$ cat src/rtl/csw_seq_pkg.sv
// Shared types and helpers for the current switch sequencer.
//
// Contents:
//   csw_state_t  - controller state (IDLE, SLEW, SETTLE)
//   CSW_MAX_N    - widest switch array the thermometer helper supports
//   therm()      - level -> LSB-aligned thermometer code (CSW_MAX_N bits)
//   clamp_level()- saturate a requested level at the array size
//
// Optional feature macro used by the top: CSW_SEQ_SWEEP_EN.
package csw_seq_pkg;

  typedef enum logic [1:0] {
    IDLE   = 2'd0,
    SLEW   = 2'd1,
    SETTLE = 2'd2
  } csw_state_t;

  // Callers cast the result down to their own array width, so this only has
  // to be at least as wide as the largest array instantiated.
  localparam int CSW_MAX_N = 256;

  function automatic logic [CSW_MAX_N-1:0] therm(input int lvl);
    logic [CSW_MAX_N-1:0] t;
    t = '0;
    for (int i = 0; i < CSW_MAX_N; i++) begin
      t[i] = (i < lvl);
    end
    return t;
  endfunction

  function automatic int clamp_level(input int req, input int n_max);
    return (req > n_max) ? n_max : req;
  endfunction

endpackage

$ cat src/rtl/csw_dwell_cnt.sv
// Terminal-count timer used for both the per-step dwell and the settle wait.
//
// Ports:
//   clk    in  1  clock
//   rst_n  in  1  synchronous active-low reset
//   start  in  1  hold/clear the count at zero while high
//   limit  in  W  terminal count value
//   tc     out 1  high while the count equals limit
//
// When not held by start, the count advances every cycle and wraps to zero on
// the cycle after tc, so a limit of L produces a tc every L+1 cycles.
module csw_dwell_cnt #(
  parameter int W = 4
) (
  input  logic         clk,
  input  logic         rst_n,
  input  logic         start,
  input  logic [W-1:0] limit,
  output logic         tc
);

  logic [W-1:0] count;

  assign tc = (count == limit);

  always_ff @(posedge clk) begin
    if (!rst_n || start) begin
      count <= '0;
    end else if (tc) begin
      count <= '0;
    end else begin
      count <= count + W'(1);
    end
  end

endmodule

$ cat src/rtl/current_switch_seq.sv
// Current switch array sequencer: accepts a target switch count over a
// valid/ready handshake, slews the thermometer word one switch per
// STEP_CYCLES, waits SETTLE_CYCLES at the target and then pulses done.
//
// Ports:
//   clk          in  1        clock
//   rst_n        in  1        synchronous active-low reset
//   req_valid    in  1        target request valid
//   req_ready    out 1        controller is idle and can take a request
//   req_target   in  LVL_W    requested number of enabled switches
//   abort        in  1        stop the current move, hold present level
//   sweep_start  in  1        (CSW_SEQ_SWEEP_EN only) full descending sweep
//   ctrl         out N_ARRAY  thermometer code, ones LSB-aligned
//   level        out LVL_W    number of ones in ctrl
//   busy         out 1        not idle
//   done         out 1        one-cycle pulse when a move completes
//   req_clamped  out 1        one-cycle pulse: accepted target exceeded N_ARRAY
//
// Optional feature macro: CSW_SEQ_SWEEP_EN adds sweep_start. N_ARRAY must not
// exceed csw_seq_pkg::CSW_MAX_N.
module current_switch_seq
  import csw_seq_pkg::*;
#(
  parameter int N_ARRAY       = 47,
  parameter int STEP_CYCLES   = 10,
  parameter int SETTLE_CYCLES = 4,
  parameter int RESET_LEVEL   = 47,
  parameter int LVL_W         = $clog2(N_ARRAY + 1)
) (
  input  logic               clk,
  input  logic               rst_n,
  input  logic               req_valid,
  output logic               req_ready,
  input  logic [LVL_W-1:0]   req_target,
  input  logic               abort,
`ifdef CSW_SEQ_SWEEP_EN
  input  logic               sweep_start,
`endif
  output logic [N_ARRAY-1:0] ctrl,
  output logic [LVL_W-1:0]   level,
  output logic               busy,
  output logic               done,
  output logic               req_clamped
);

  localparam int CNT_MAX   = (STEP_CYCLES - 1 > SETTLE_CYCLES) ? STEP_CYCLES - 1 : SETTLE_CYCLES;
  localparam int CNT_W_RAW = $clog2(CNT_MAX + 1);
  localparam int CNT_W     = (CNT_W_RAW < 1) ? 1 : CNT_W_RAW;

  localparam logic [CNT_W-1:0] STEP_LIM   = CNT_W'(STEP_CYCLES - 1);
  localparam logic [CNT_W-1:0] SETTLE_LIM = CNT_W'(SETTLE_CYCLES);
  localparam logic [LVL_W-1:0] N_LVL      = LVL_W'(N_ARRAY);
  localparam logic [LVL_W:0]   N_EXT      = (LVL_W + 1)'(N_ARRAY);
  localparam logic [LVL_W-1:0] RST_LVL    = LVL_W'(RESET_LEVEL);

  csw_state_t       state;
  logic [LVL_W-1:0] tgt;
  logic [LVL_W-1:0] req_tgt;
  logic [LVL_W-1:0] level_step;
  logic             req_over;
  logic             step_start;
  logic             settle_start;
  logic             step_tc;
  logic             settle_tc;

  // Widen by one bit so a target above N_ARRAY can never alias in the compare.
  assign req_over   = ({1'b0, req_target} > N_EXT);
  assign req_tgt    = LVL_W'(clamp_level(int'(req_target), N_ARRAY));
  assign level_step = (tgt > level) ? level + LVL_W'(1) : level - LVL_W'(1);

  assign req_ready = (state == IDLE);
  assign busy      = (state != IDLE);

  // Each timer is held at zero outside its own state, and abort clears it on
  // the same edge that drops the controller back to IDLE.
  assign step_start   = (state != SLEW) || abort;
  assign settle_start = (state != SETTLE) || abort;

  csw_dwell_cnt #(.W(CNT_W)) u_step_cnt (
    .clk   (clk),
    .rst_n (rst_n),
    .start (step_start),
    .limit (STEP_LIM),
    .tc    (step_tc)
  );

  csw_dwell_cnt #(.W(CNT_W)) u_settle_cnt (
    .clk   (clk),
    .rst_n (rst_n),
    .start (settle_start),
    .limit (SETTLE_LIM),
    .tc    (settle_tc)
  );

  // Controller FSM. ctrl is always written together with level so the
  // thermometer code never lags the level it encodes.
  always_ff @(posedge clk) begin
    if (!rst_n) begin
      state       <= IDLE;
      level       <= RST_LVL;
      ctrl        <= N_ARRAY'(therm(RESET_LEVEL));
      tgt         <= '0;
      done        <= 1'b0;
      req_clamped <= 1'b0;
    end else begin
      done        <= 1'b0;
      req_clamped <= 1'b0;
      unique case (state)
        IDLE: begin
          if (req_valid) begin
            tgt         <= req_tgt;
            req_clamped <= req_over;
            state       <= (req_tgt != level) ? SLEW : SETTLE;
          end
`ifdef CSW_SEQ_SWEEP_EN
          else if (sweep_start) begin
            // Jump to all-on, then walk down to zero like a normal move.
            level <= N_LVL;
            ctrl  <= N_ARRAY'(therm(N_ARRAY));
            tgt   <= '0;
            state <= (N_ARRAY != 0) ? SLEW : SETTLE;
          end
`endif
        end
        SLEW: begin
          if (abort) begin
            state <= IDLE;
          end else if (step_tc) begin
            level <= level_step;
            ctrl  <= N_ARRAY'(therm(int'(level_step)));
            if (level_step == tgt) begin
              state <= SETTLE;
            end
          end
        end
        SETTLE: begin
          if (abort) begin
            state <= IDLE;
          end else if (settle_tc) begin
            done  <= 1'b1;
            state <= IDLE;
          end
        end
        default: state <= IDLE;
      endcase
    end
  end

endmodule

$ cat config.mk
export PLATFORM = sky130hd
export DESIGN_NAME = current_switch_seq
export DESIGN_NICKNAME = d
export VERILOG_FILES = /design/src/rtl/csw_seq_pkg.sv /design/src/rtl/csw_dwell_cnt.sv /design/src/rtl/current_switch_seq.sv
export SDC_FILE = /design/constraint.sdc
export NUM_CORES = 1
export LEC_CHECK = 0
export CORE_MARGIN = 4
export CORE_UTILIZATION = 50
export CTS_BUF_LIST = sky130_fd_sc_hd__clkbuf_4 sky130_fd_sc_hd__clkbuf_8
export CTS_CLUSTER_DIAMETER = 50
export CTS_CLUSTER_SIZE = 25
export DETAILED_ROUTE_END_ITERATION = 8
export DONT_BUFFER_PORTS = 1
export GPL_ROUTABILITY_DRIVEN = 0
export PLACE_DENSITY = 0.76
export SLEW_MARGIN = 40
export SYNTH_ARGS = -nofsm -noshare
export SYNTH_HDL_FRONTEND = slang
export SYNTH_HIERARCHICAL = 1
export SYNTH_SLANG_ARGS = --single-unit
$ cat constraint.sdc
create_clock -name clk -period 3.65 [get_ports clk]
set_clock_uncertainty 0.05 [all_clocks]
set_input_delay 0.73 -clock clk [delete_from_list [all_inputs] [get_ports clk]]
set_output_delay 0.73 -clock clk [all_outputs]
set_load 0.005 [all_outputs]
# --- After elaboration in Yosys (flattened, before gate mapping) ---
# Index checks and enable logic that the tools add are counted.
totals:
  register_bits: 71
  input_bits: 10
  wordCells: 102
classes:
  n_addsub: 4
  order_cmp: 50
  eq_ne: 12
  n_mux: 11
  bitwise_logic: 3
  n_reduce_logical: 14
ops:
  columns: ["cell", "count"]
  rows:
  - ["$lt A5 B6 Y1 const A", 16]
  - ["$lt A6 B6 Y1 const A", 15]
  - ["$lt A4 B6 Y1 const A", 8]
  - ["$lt A3 B6 Y1 const A", 4]
  - ["$mux W2", 7]
  - ["$gt A6 B6 Y1 const B", 2]
  - ["$lt A1 B6 Y1 const A", 2]
  - ["$lt A2 B6 Y1 const A", 2]
  - ["$mux W6", 2]
  - ["$ne A3 B3 Y1 const B", 3]
  - ["$add A4 B1 Y4 const B", 2]
  - ["$add A6 B1 Y6 const B", 1]
  - ["$eq A6 B6 Y1", 1]
  - ["$gt A6 B6 Y1", 1]
  - ["$ne A6 B6 Y1", 1]
  - ["$pmux W2 S3", 1]
  - ["$reduce_and A3 Y1", 2]
  - ["$sub A6 B1 Y6 const B", 1]
  - ["$eq A4 B3 Y1 const B", 1]
  - ["$eq A4 B4 Y1 const B", 1]
  - ["$logic_or A1 B1 Y1", 4]
  - ["$ne A2 B2 Y1 const B", 2]
  - ["$reduce_and A4 Y1", 1]
  - ["$reduce_or A2 Y1", 2]
  - ["other kinds (10)", 12]

# --- Logic depth before layout (Yosys ltp) ---
# Gate-level depths: netlist (run 1).
depth:
  ltp_word: 7
  mapped_depth: 15
  mapped_depth_nobuf: 14

# --- Modules after synthesis ---
# Netlist (run 1), hierarchy kept.
modules_own_cells:
  columns: ["module", "instances", "cells_each", "area_each_um2"]
  rows:
  - ["current_switch_seq", 1, 353, 3089.2]
  - ["csw_dwell_cnt", 2, 18, 200.2]

# --- Least setup slack after synthesis (run 1) ---
# Ideal clock, no wire load.
synth_path:
  path_type: "register to register"
  from: "register ctrl[31] (netlist name)"
  to: "register ctrl[32]"
  setup_time_ns: 0.122
  arrival_time_ns: 3.342
  setup_slack_ns: 0.136
  path_stages_with_launch: 15
  path_buffers: 0
  period_less_slack_ns: 3.514
  cell_sequence: "dfxtp_1 > inv_1 > ha_1 > and4_1 > and3_4 > a31oi_4 > inv_1 > ha_1 > a21o_1 > a21oi_2 > xnor2_2 > nand2_1 > o21ai_2 > o21ai_0 > a221o_1"
synth_lines:
  columns: ["item", "line", "source"]
  rows:
  - ["end signal, assigned", "current_switch_seq.sv:101", "ctrl <= N_ARRAY'(therm(RESET_LEVEL));"]
  - ["end signal, assigned", "current_switch_seq.sv:130", "ctrl <= N_ARRAY'(therm(int'(level_step)));"]
  - ["end, declared", "current_switch_seq.sv:39", "output logic [N_ARRAY-1:0] ctrl,"]

# --- Worst setup path in the final report (run 1) ---
layout_path:
  from: "register level[2]"
  to: "register ctrl[10]"
layout_via:
  elab_chain_len: 3
layout_rtl:
  columns: ["item", "line", "source"]
  rows:
  - ["start, declared", "current_switch_seq.sv:40", "output logic [LVL_W-1:0] level,"]
  - ["start signal, assigned", "current_switch_seq.sv:129", "level <= level_step;"]
  - ["$sub A6 B1 Y6, or another cell as far along", "current_switch_seq.sv:69", "assign level_step = (tgt > level) ? level + LVL_W'(1) : level - LVL_W'(1);"]
  - ["$mux W6 *", "current_switch_seq.sv:69", null]
  - ["$lt A4 B6 Y1 *", "csw_seq_pkg.sv:26", "t[i] = (i < lvl);"]
# Mark *: on every way between the ends. The rest lies on a longest branch, timed or not.
# A chain may end at the register's enable or synchronous reset.

==> results.yml, run 1 <==
clock_tree:
  root_buffer: "clkbuf_8"
  cts_tree: "done"
  cts_buffer_depth: 2
  htree_levels: 3
  path_clk_slew_ps: 80
  clkLatencyLatePin_ps: 340
  hold_buffers: 0
  clock-sinks: 70
  cts_buffers: 9
critical_path:
  worst_setup_path_start_kind: "register"
  critPathKind: "reg2reg"
  cp.arrival_ps: 3680
  reg2reg_to: "ctrl[10]$_SDFFE_PN1P_"
  crit_path_end_kind: "register"
  r2r_setup_slack_ps: 220
  r2r_start: "level[2]$_SDFFE_PN1P_"
  cp_data_required_time_ps: 3890
  critical_path_peak_fanout: 7
  reg2reg_depth: 14
global_route:
  track_usage: 0.204
  grt_pass1_vias: 2756
  grt_max_degree: 30
  grt-ovfl-total: 0
  antenna_found_initial: 0
  grt_pass1_wl_um: 13600
detailed_routing:
  routed-wl-met3_um: 741
  vias: 2839
  drc: 0
  route.met2.wl_um: 3980
  maxUsedRoutingLayer: "met4"
  wl_per_cell_um: 16.6
  viasPerCell: 5.66
  wl_met1_um: 3370
  routed_wirelength_um: 8330
  drt_first_pass_iters: 4
  drtIter0Drc: 227
  ant_nets: 0
cells_and_area:
  syn_to_final_growth_pct: 10.9
  multi_input_area_mm2: 0.00196
  seq_area_mm2: 0.00140
  num-fill-cells: 592
  final_util: 0.569
  fin_nets: 426
  instances_no_fill: 502
  antennaDiodeCount: 0
  drive_above_1_share: 0.138
synth:
  synth_ff_type: "dfxtp_1"
  ys_types: 60
  synth_area_leaders: "dfxtp_1, ha_1, nand2_1"
  synth.most_common_cell: "dfxtp_1"
  synth_top_cell_area_share: 0.402
  yosysTopAreaCell: "dfxtp_1"
  synth_common_cells: "dfxtp_1, nand2_1, nor2_1, a21oi_1, nor3_1"
  ys_ff_latch: 70
  synthArstFlopShare: 0
  synth_edf_count: 0
  syn-cell-area_mm2: 0.00349
  yosysSeqAreaShare: 0.402
  syn_area_per_cell_um2: 8.97
  synthCells: 389
  yosysWarnings: 6
placed_design:
  port_buffers: 0
  hpwl_um: 6210
  place_ws_ps: 129
  dp.cells: 483
power_and_ir_drop:
  sequentialPowerShare: 0.508
  swShare: 0.248
  vdd_drop_max_uv: 176
  pwr-share-comb: 0.079
  clkPwrFrac: 0.413
  p_switching_mw: 0.382
  cellInternalPower_mw: 1.16
  power_mw: 1.54
  pwr_density_cell_mw_per_mm2: 399
  leakage_nw: 1.52
outcome:
  status: "finished, final reports clean"
hold_path:
  hold_path.startpoint: "rst_n"
  hold_depth: 1
  min_to: "ctrl[23]$_SDFFE_PN1P_"
  hold_class: "in2reg"
die:
  boundaryPins: 67
  die_area_mm2: 0.00838
  initial_core_util: 0.514
  die_height_um: 91.5
  rows: 30
  die_w_um: 91.5
  core_mm2: 0.00679
timing:
  period_minus_slack_ps: 3430
  setup_viol: 0
  rsz0062_at_grt: "false"
  slew_headroom: 0.532
  finalMaxSlewViolations: 0
  worst_pin_slew_ps: 697
  period_share: 0.941
  setup_tns_ps: 0
  fmax_ghz: 0.291
  hold_viol_final: 0
  worst_slack_ps: 217
job:
  maxCapViolations: 0
## logic make-up (layout without fill, tap and decap cells)
| family | count (synthesis) | count (layout) | share of synthesized area |
|---|---|---|---|
| AOI/OAI and AO/OA | 102 | 102 | 0.203 |
| xor gates and xnor gates | 32 | 32 | 0.103 |
| adders and majority gates | 15 | 15 | 0.0559 |
| buffers and inverters | 36 | 47 | 0.0452 |
| DFF | 70 | 70 | 0.402 |
| other | 2 | 8 | 0.00215 |
| and+or+nand+nor | 132 | 132 | 0.189 |
## registers in the layout, summed over array words and instances, names as in the netlist
signal and count:
ctrl 47, u_settle_cnt/count 4, done 1, req_clamped 1, tgt 6, u_step_cnt/count 4, level 5, state 2
## through the flow
stage	instance area [um^2]	hold WS, ps
after floorplan	3510	389
after global placement	3640	410
after CTS	3840	384
final	3870	410
after global routing	3870	379
after detailed placement	3640	413
## how the worst max path moves through the flow
stage	from	endpoint	slack, ps	depth (start not counted)
6_report	level[2]$_SDFFE_PN1P_	ctrl[10]$_SDFFE_PN1P_	220	14
5_1_grt	level[2]$_SDFFE_PN1P_	state[0]$_SDFFE_PN0P_	4	15
4_1_cts	level[2]$_SDFFE_PN1P_	ctrl[6]$_SDFFE_PN1P_	110	15
3_5_place_dp	level[2]$_SDFFE_PN1P_	ctrl[6]$_SDFFE_PN1P_	130	15
3_3_place_gp	level[2]$_SDFFE_PN1P_	ctrl[10]$_SDFFE_PN1P_	250	14
2_1_floorplan	ctrl[31]$_SDFFE_PN1P_	ctrl[32]$_SDFFE_PN1P_	140	14
## cell type report
| class | instances | share of cell area |
|---|---|---|
| timing repair buffer | 18 | 0.0349 |
| multi-input combinational | 289 | 0.505 |
| clock buffer | 10 | 0.0356 |
| sequential | 70 | 0.363 |
| inverter | 13 | 0.0126 |
| clock inverter | 6 | 0.0178 |
| tap | 96 | 0.0310 |
## layer usage
metal	vias up	global-route usage
met5	-	0
met4	0	0.101
met3	24	0.0696
met2	106	0.317
met1	1319	0.251
li1	1390	-
## power by group through the flow
stage / clock, mW / sequential [mW] / combinational (mW)
CTS: 0.651 / 0.783 / 0.119
global placement: 0 / 0.801 / 0.116
finish: 0.637 / 0.783 / 0.122
global route: 0.683 / 0.785 / 0.135
detailed placement: 0 / 0.801 / 0.119
floorplan: 0 / 0.799 / 0.101
## cells in the final DEF (no fill, tap or decap), drive strengths merged, types with 10 or more instances in the layout
cell,Yosys,final
a21oi,32,32
buf,9,18
xor2,16,16
nand2,39,39
o21ai,27,27
inv,13,14
dfxtp,70,70
nand3,12,12
nor2,34,34
nor3,20,20
xnor2,14,14
ha,14,14
clkbuf,14,10
## timing repair
| item | in CTS | in global routing |
|---|---|---|
| resized for setup | 0 | 1 |
| buffers inserted | 0 | 3 |
| setup endpoints to repair | 0 | 25 |
## critical path, cell delays in order (launching register included)
cell	delay, ps
dfxtp_2	370
inv_1	90
ha_1	290
and4_1	200
and3_4	190
a31oi_4	150
inv_1	110
ha_1	330
a21o_1	150
a21oi_2	70
buf_4	160
xnor2_1	560
o21ai_0	200
a21oi_1	270
o22a_1	190
Note: power is estimated with default switching activity, not from simulation.
==> run 2, diff against run 1 <==
--- a/config.mk
+++ b/config.mk
@@ -5,7 +5,7 @@
 export SDC_FILE = /design/constraint.sdc
 export NUM_CORES = 1
 export LEC_CHECK = 0
-export CORE_MARGIN = 4
+export CORE_MARGIN = 2
 export CORE_UTILIZATION = 50
 export CTS_BUF_LIST = sky130_fd_sc_hd__clkbuf_4 sky130_fd_sc_hd__clkbuf_8
 export CTS_CLUSTER_DIAMETER = 50
@@ -13,7 +13,7 @@
 export DETAILED_ROUTE_END_ITERATION = 8
 export DONT_BUFFER_PORTS = 1
 export GPL_ROUTABILITY_DRIVEN = 0
-export PLACE_DENSITY = 0.76
+export PLACE_DENSITY = 0.73
 export SLEW_MARGIN = 40
 export SYNTH_ARGS = -nofsm -noshare
 export SYNTH_HDL_FRONTEND = slang
==> constraint.sdc (replaced) <==
create_clock -name clk -period 3.5 [get_ports clk]
set_clock_uncertainty 0.05 [all_clocks]
set_input_delay 0.7 -clock clk [delete_from_list [all_inputs] [get_ports clk]]
set_output_delay 0.7 -clock clk [all_outputs]
set_load 0.005 [all_outputs]
==> run 2 against run 1 <==
Effect of this change: via count fell by 0.11%; wire length rose by 2.2%; count of clock-buffer cells in the layout rose by 1; sequential power rose by 4.3%; total power rose by 11%; utilization rose by 2.1 points; fmax rose by 3.8%; critical path depth did not move; sequential share of layout area fell by 1.1 points; critical path type unchanged; die area fell by 8.5%.
==> results.yml, run 2 (same netlist as run 1, synthesis figures left out) <==
die:
  core_mm2: 0.00676
  die_area_mm2: 0.00766
  rows: 30
  die_w_um: 87.5
  initial_core_util: 0.516
  die_height_um: 87.5
  boundaryPins: 67
critical_path:
  worst_setup_path_start_kind: "register"
  cp_data_required_time_ps: 3700
  critical_path_peak_fanout: 8
  critPathKind: "reg2reg"
  cp.arrival_ps: 3500
  crit_path_end_kind: "register"
global_route:
  grt-ovfl-total: 0
  antenna_found_initial: 0
  grt_max_degree: 43
  track_usage: 0.226
  grt_pass1_wl_um: 13300
  grt_pass1_vias: 2698
placed_design:
  port_buffers: 0
  dp.cells: 471
  hpwl_um: 5970
timing:
  worst_pin_slew_ps: 524
  setup_viol: 0
  fin_hold_ws_ps: 363
  finalMaxSlewViolations: 0
  slew_headroom: 0.650
  fmax_ghz: 0.302
  hold_viol_final: 0
  setup_tns_ps: 0
  period_share: 0.945
  period_minus_slack_ps: 3310
clock_tree:
  cts_tree: "done"
  path_clk_slew_ps: 80
  htree_levels: 3
  cts_buffers: 9
  clkLatencyLatePin_ps: 350
  clock-sinks: 70
  hold_buffers: 0
  cts_buffer_depth: 2
  root_buffer: "clkbuf_8"
detailed_routing:
  drt_first_pass_iters: 4
  vias: 2836
  drc: 0
  ant_nets: 0
  routed_wirelength_um: 8520
  wl_per_cell_um: 17.4
  viasPerCell: 5.79
  drtIter0Drc: 240
cells_and_area:
  drive_above_1_share: 0.161
  fin_nets: 430
  final_common_cell: "dfxtp_1"
  syn_to_final_growth_pct: 14.3
  instances_no_fill: 490
  final_cell_mix: "dfxtp_1, nand2_1, nor2_1, a21oi_1"
  largest_reg_flops: 47
  top_regs: "ctrl (47), tgt (6), level (5)"
  final_util: 0.590
  top_register: "ctrl"
  antennaDiodeCount: 0
outcome:
  status: "finished, final reports clean"
power_and_ir_drop:
  power_mw: 1.71
  leakage_nw: 1.57
  pwr_density_cell_mw_per_mm2: 428
  vdd_drop_max_uv: 174
job:
  maxCapViolations: 0
hold_path:
  hold_class: "in2reg"
-- run 2: cell count changes in the layout (fill, tap and decap cells not counted), sizes merged --
| cell | before | now |
|---|---|---|
| buf | 18 | 21 |
| bufinv | 1 | 2 |
| clkbuf | 10 | 12 |
| clkinv | 3 | 2 |
| inv | 14 | 13 |
-- run 2: worst max-delay path, cell delays in order, from the launching register on --
cell	delay [ps]
dfxtp_1	340
inv_1	70
ha_1	300
and4_1	190
and3_4	180
a31oi_4	150
inv_1	130
ha_4	250
a21o_1	210
a21oi_4	220
o21bai_1	140
a21oi_4	260
xor2_2	280
nand3_2	200
o22a_1	240
-- run 2: timing repair --
item                                    CTS  global route
resized for setup                         0            10
endpoints found under the setup margin    0            35
setup buffers                             0             3
-- run 2: final cells by class --
class / instances / area [um^2]
fill: 579 / 2770
sequential: 70 / 1400
timing repair buffer: 22 / 188
clock inverter: 5 / 81.3
inverter: 13 / 48.8
multi-input combinational: 289 / 2020
tap: 80 / 100
clock buffer: 11 / 151
-- run 2: worst paths after layout --
path	startpoint	to	slack, ps	cells after the start
worst max register to register	level[4]$_SDFFE_PN0P_	ctrl[10]$_SDFFE_PN1P_	190	14
worst min-delay path	rst_n	ctrl[6]$_SDFFE_PN1P_	360	1
worst min register to register	ctrl[19]$_SDFFE_PN1P_	ctrl[19]$_SDFFE_PN1P_	420	2
worst max-delay path	level[4]$_SDFFE_PN0P_	ctrl[10]$_SDFFE_PN1P_	190	14
-- run 2: per-layer routing --
layer	wire, um	global-route usage
met4	189	0.106
met5	0	0
met2	4080	0.354
met3	722	0.0782
met1	3520	0.281
-- run 2: report_power, final --
part / switching (mW) / internal (mW) / total (mW) / leakage [nW]
Combinational: 0.0826 / 0.0567 / 0.139 / 0.891
Clock: 0.310 / 0.440 / 0.750 / 0.116
Sequential: 0.00971 / 0.807 / 0.817 / 0.567
-- run 2: metrics by stage --
step / setup slack (ps) / area (um^2)
after floorplan: 90.1 / 3510
after global placement: 200 / 3670
after detailed placement: 38.8 / 3670
after CTS: 22.6 / 3910
after global routing: -24.9 / 3990
final: 194 / 3990
==> run 3, diff against run 2 <==
--- a/config.mk
+++ b/config.mk
@@ -14,7 +14,6 @@
 export DONT_BUFFER_PORTS = 1
 export GPL_ROUTABILITY_DRIVEN = 0
 export PLACE_DENSITY = 0.73
-export SLEW_MARGIN = 40
 export SYNTH_ARGS = -nofsm -noshare
 export SYNTH_HDL_FRONTEND = slang
 export SYNTH_HIERARCHICAL = 1
==> run 3 against run 2 <==
Effect of this change: fmax barely moved; largest cell class unchanged; via count fell by 0.11%; setup slack barely moved; utilization did not move; cell area did not move; clock power barely moved; largest power group unchanged; register-to-register slack barely moved; critical path type unchanged; sequential power barely moved.
==> results.yml, run 3 (same netlist as run 1, synthesis figures left out) <==
detailed_routing:
  ant_nets: 0
  drt_first_pass_iters: 4
  drc: 0
  wl_per_cell_um: 17.4
  viasPerCell: 5.78
  vias: 2833
  drtIter0Drc: 241
  routed_wirelength_um: 8510
power_and_ir_drop:
  vdd_drop_max_uv: 174
  clkPwrFrac: 0.440
  leakage_nw: 1.58
  cellInternalPower_mw: 1.30
  sequentialPowerShare: 0.479
  power_mw: 1.71
  p_switching_mw: 0.403
  pwr_density_cell_mw_per_mm2: 428
  pwr-share-comb: 0.082
  swShare: 0.236
global_route:
  met1_usage: 0.281
  grt_util_met3: 0.0782
  track_usage: 0.226
  busiest_layer: "met2"
  antenna_found_initial: 0
  grt-ovfl-total: 0
  grt.met2_usage: 0.354
  grt_max_degree: 43
  grt_pass1_vias: 2698
  grt_pass1_wl_um: 13300
timing:
  slew_headroom: 0.381
  setup_viol: 0
  worst_slack_ps: 194
  fmax_ghz: 0.302
  finalMaxSlewViolations: 0
  worst_pin_slew_ps: 927
  hold_viol_final: 0
  period_minus_slack_ps: 3310
  period_share: 0.945
placed_design:
  hpwl_um: 5970
  dp.cells: 471
  place_ws_ps: 38.8
  port_buffers: 0
clock_tree:
  clkLatencyLatePin_ps: 350
  cts_buffers: 9
  hold_buffers: 0
  htree_levels: 3
  clock-sinks: 70
  cts_buffer_depth: 2
  root_buffer: "clkbuf_8"
  cts_tree: "done"
  path_clk_slew_ps: 80
critical_path:
  crit_path_end_kind: "register"
  worstPathCellList: "inv_1, ha_1, and4_1, and3_4, a31oi_4, inv_1, ha_4, a21o_1, a21oi_4, o21bai_1, a21oi_4, xor2_2, nand3_2, o22a_1"
  reg2reg_depth: 14
  cp.arrival_ps: 3500
  critical_path_peak_fanout: 8
  cpMaxStageDelayCell: "dfxtp_1"
  cp_data_required_time_ps: 3700
  worst_setup_path_start_kind: "register"
  critPathKind: "reg2reg"
  slowest_delay_ps: 340
job:
  maxCapViolations: 0
die:
  core_mm2: 0.00676
  boundaryPins: 67
  die_area_mm2: 0.00766
  rows: 30
  die_w_um: 87.5
  die_height_um: 87.5
  initial_core_util: 0.516
cells_and_area:
  antennaDiodeCount: 0
  instances_no_fill: 490
  fin_nets: 430
  drive_above_1_share: 0.159
  syn_to_final_growth_pct: 14.3
  final_cell_mix: "dfxtp_1, nand2_1, nor2_1, a21oi_1"
  top_regs: "ctrl (47), tgt (6), level (5)"
  top_register: "ctrl"
  num-fill-cells: 579
  largest_reg_flops: 47
  final_common_cell: "dfxtp_1"
hold_path:
  hold_class: "in2reg"
  hold_depth: 1
outcome:
  status: "finished, final reports clean"
run 3: cell types whose count changed in the layout (fill, tap and decap cells not counted):
cell   delta
inv_1     +1
inv_2     -1
run 3: metal layers:
metal,share of wire,up-vias
met3,0.085,17
met2,0.48,102
met5,0,-
li1,-,1394
met1,0.41,1320
met4,0.022,0
run 3: final timing paths:
| check | from | end | slack, ps |
|---|---|---|---|
| worst max-delay path | level[4]$_SDFFE_PN0P_ | ctrl[10]$_SDFFE_PN1P_ | 190 |
| worst min-delay path | rst_n | ctrl[6]$_SDFFE_PN1P_ | 360 |
| worst max register to register | level[4]$_SDFFE_PN0P_ | ctrl[10]$_SDFFE_PN1P_ | 190 |
| worst min register to register | ctrl[19]$_SDFFE_PN1P_ | ctrl[19]$_SDFFE_PN1P_ | 420 |
run 3: timing repair:
action | CTS | global route
endpoints found under the hold margin | 0 | 0
buffers inserted | 0 | 3
resized for setup | 0 | 10
setup endpoints to repair | 0 | 35
run 3: power groups by stage:
stage	registers, mW	logic (mW)	clock network, mW
after floorplan	0.834	0.105	0
after global placement	0.835	0.127	0
after detailed placement	0.835	0.131	0
after CTS	0.817	0.132	0.759
after global routing	0.818	0.154	0.785
final	0.817	0.139	0.750
run 3: metrics by stage:
stage / hold WS, ps / utilization / cell area (um^2) / TNS, ps
floorplan: 389 / - / 3510 / 0
global placement: 417 / 0.544 / 3670 / 0
detailed placement: 412 / 0.544 / 3670 / 0
CTS: 352 / 0.578 / 3910 / 0
global route: 368 / 0.590 / 3990 / -24.9
finish: 363 / 0.590 / 3990 / 0
run 3: layout make-up:
class / instances / area, um^2 / share of cell area
clock inverter: 5 / 81.3 / 0.0204
multi-input combinational: 289 / 2020 / 0.506
sequential: 70 / 1400 / 0.352
timing repair buffer: 22 / 188 / 0.0471
clock buffer: 11 / 151 / 0.0380
inverter: 13 / 48.8 / 0.0122
tap: 80 / 100 / 0.0251
run 3: critical path, delay by kind of cell, from the launching register on:
| family | cells | cell delay [ps] |
|---|---|---|
| AO/OA/AOI/OAI | 6 | 1220 |
| AND/OR/NAND/NOR | 3 | 570 |
| adder cells (fa/ha/maj) | 2 | 550 |
| flip-flops | 1 | 340 |
| XOR/XNOR | 1 | 280 |
| buffers and inverters | 2 | 200 |
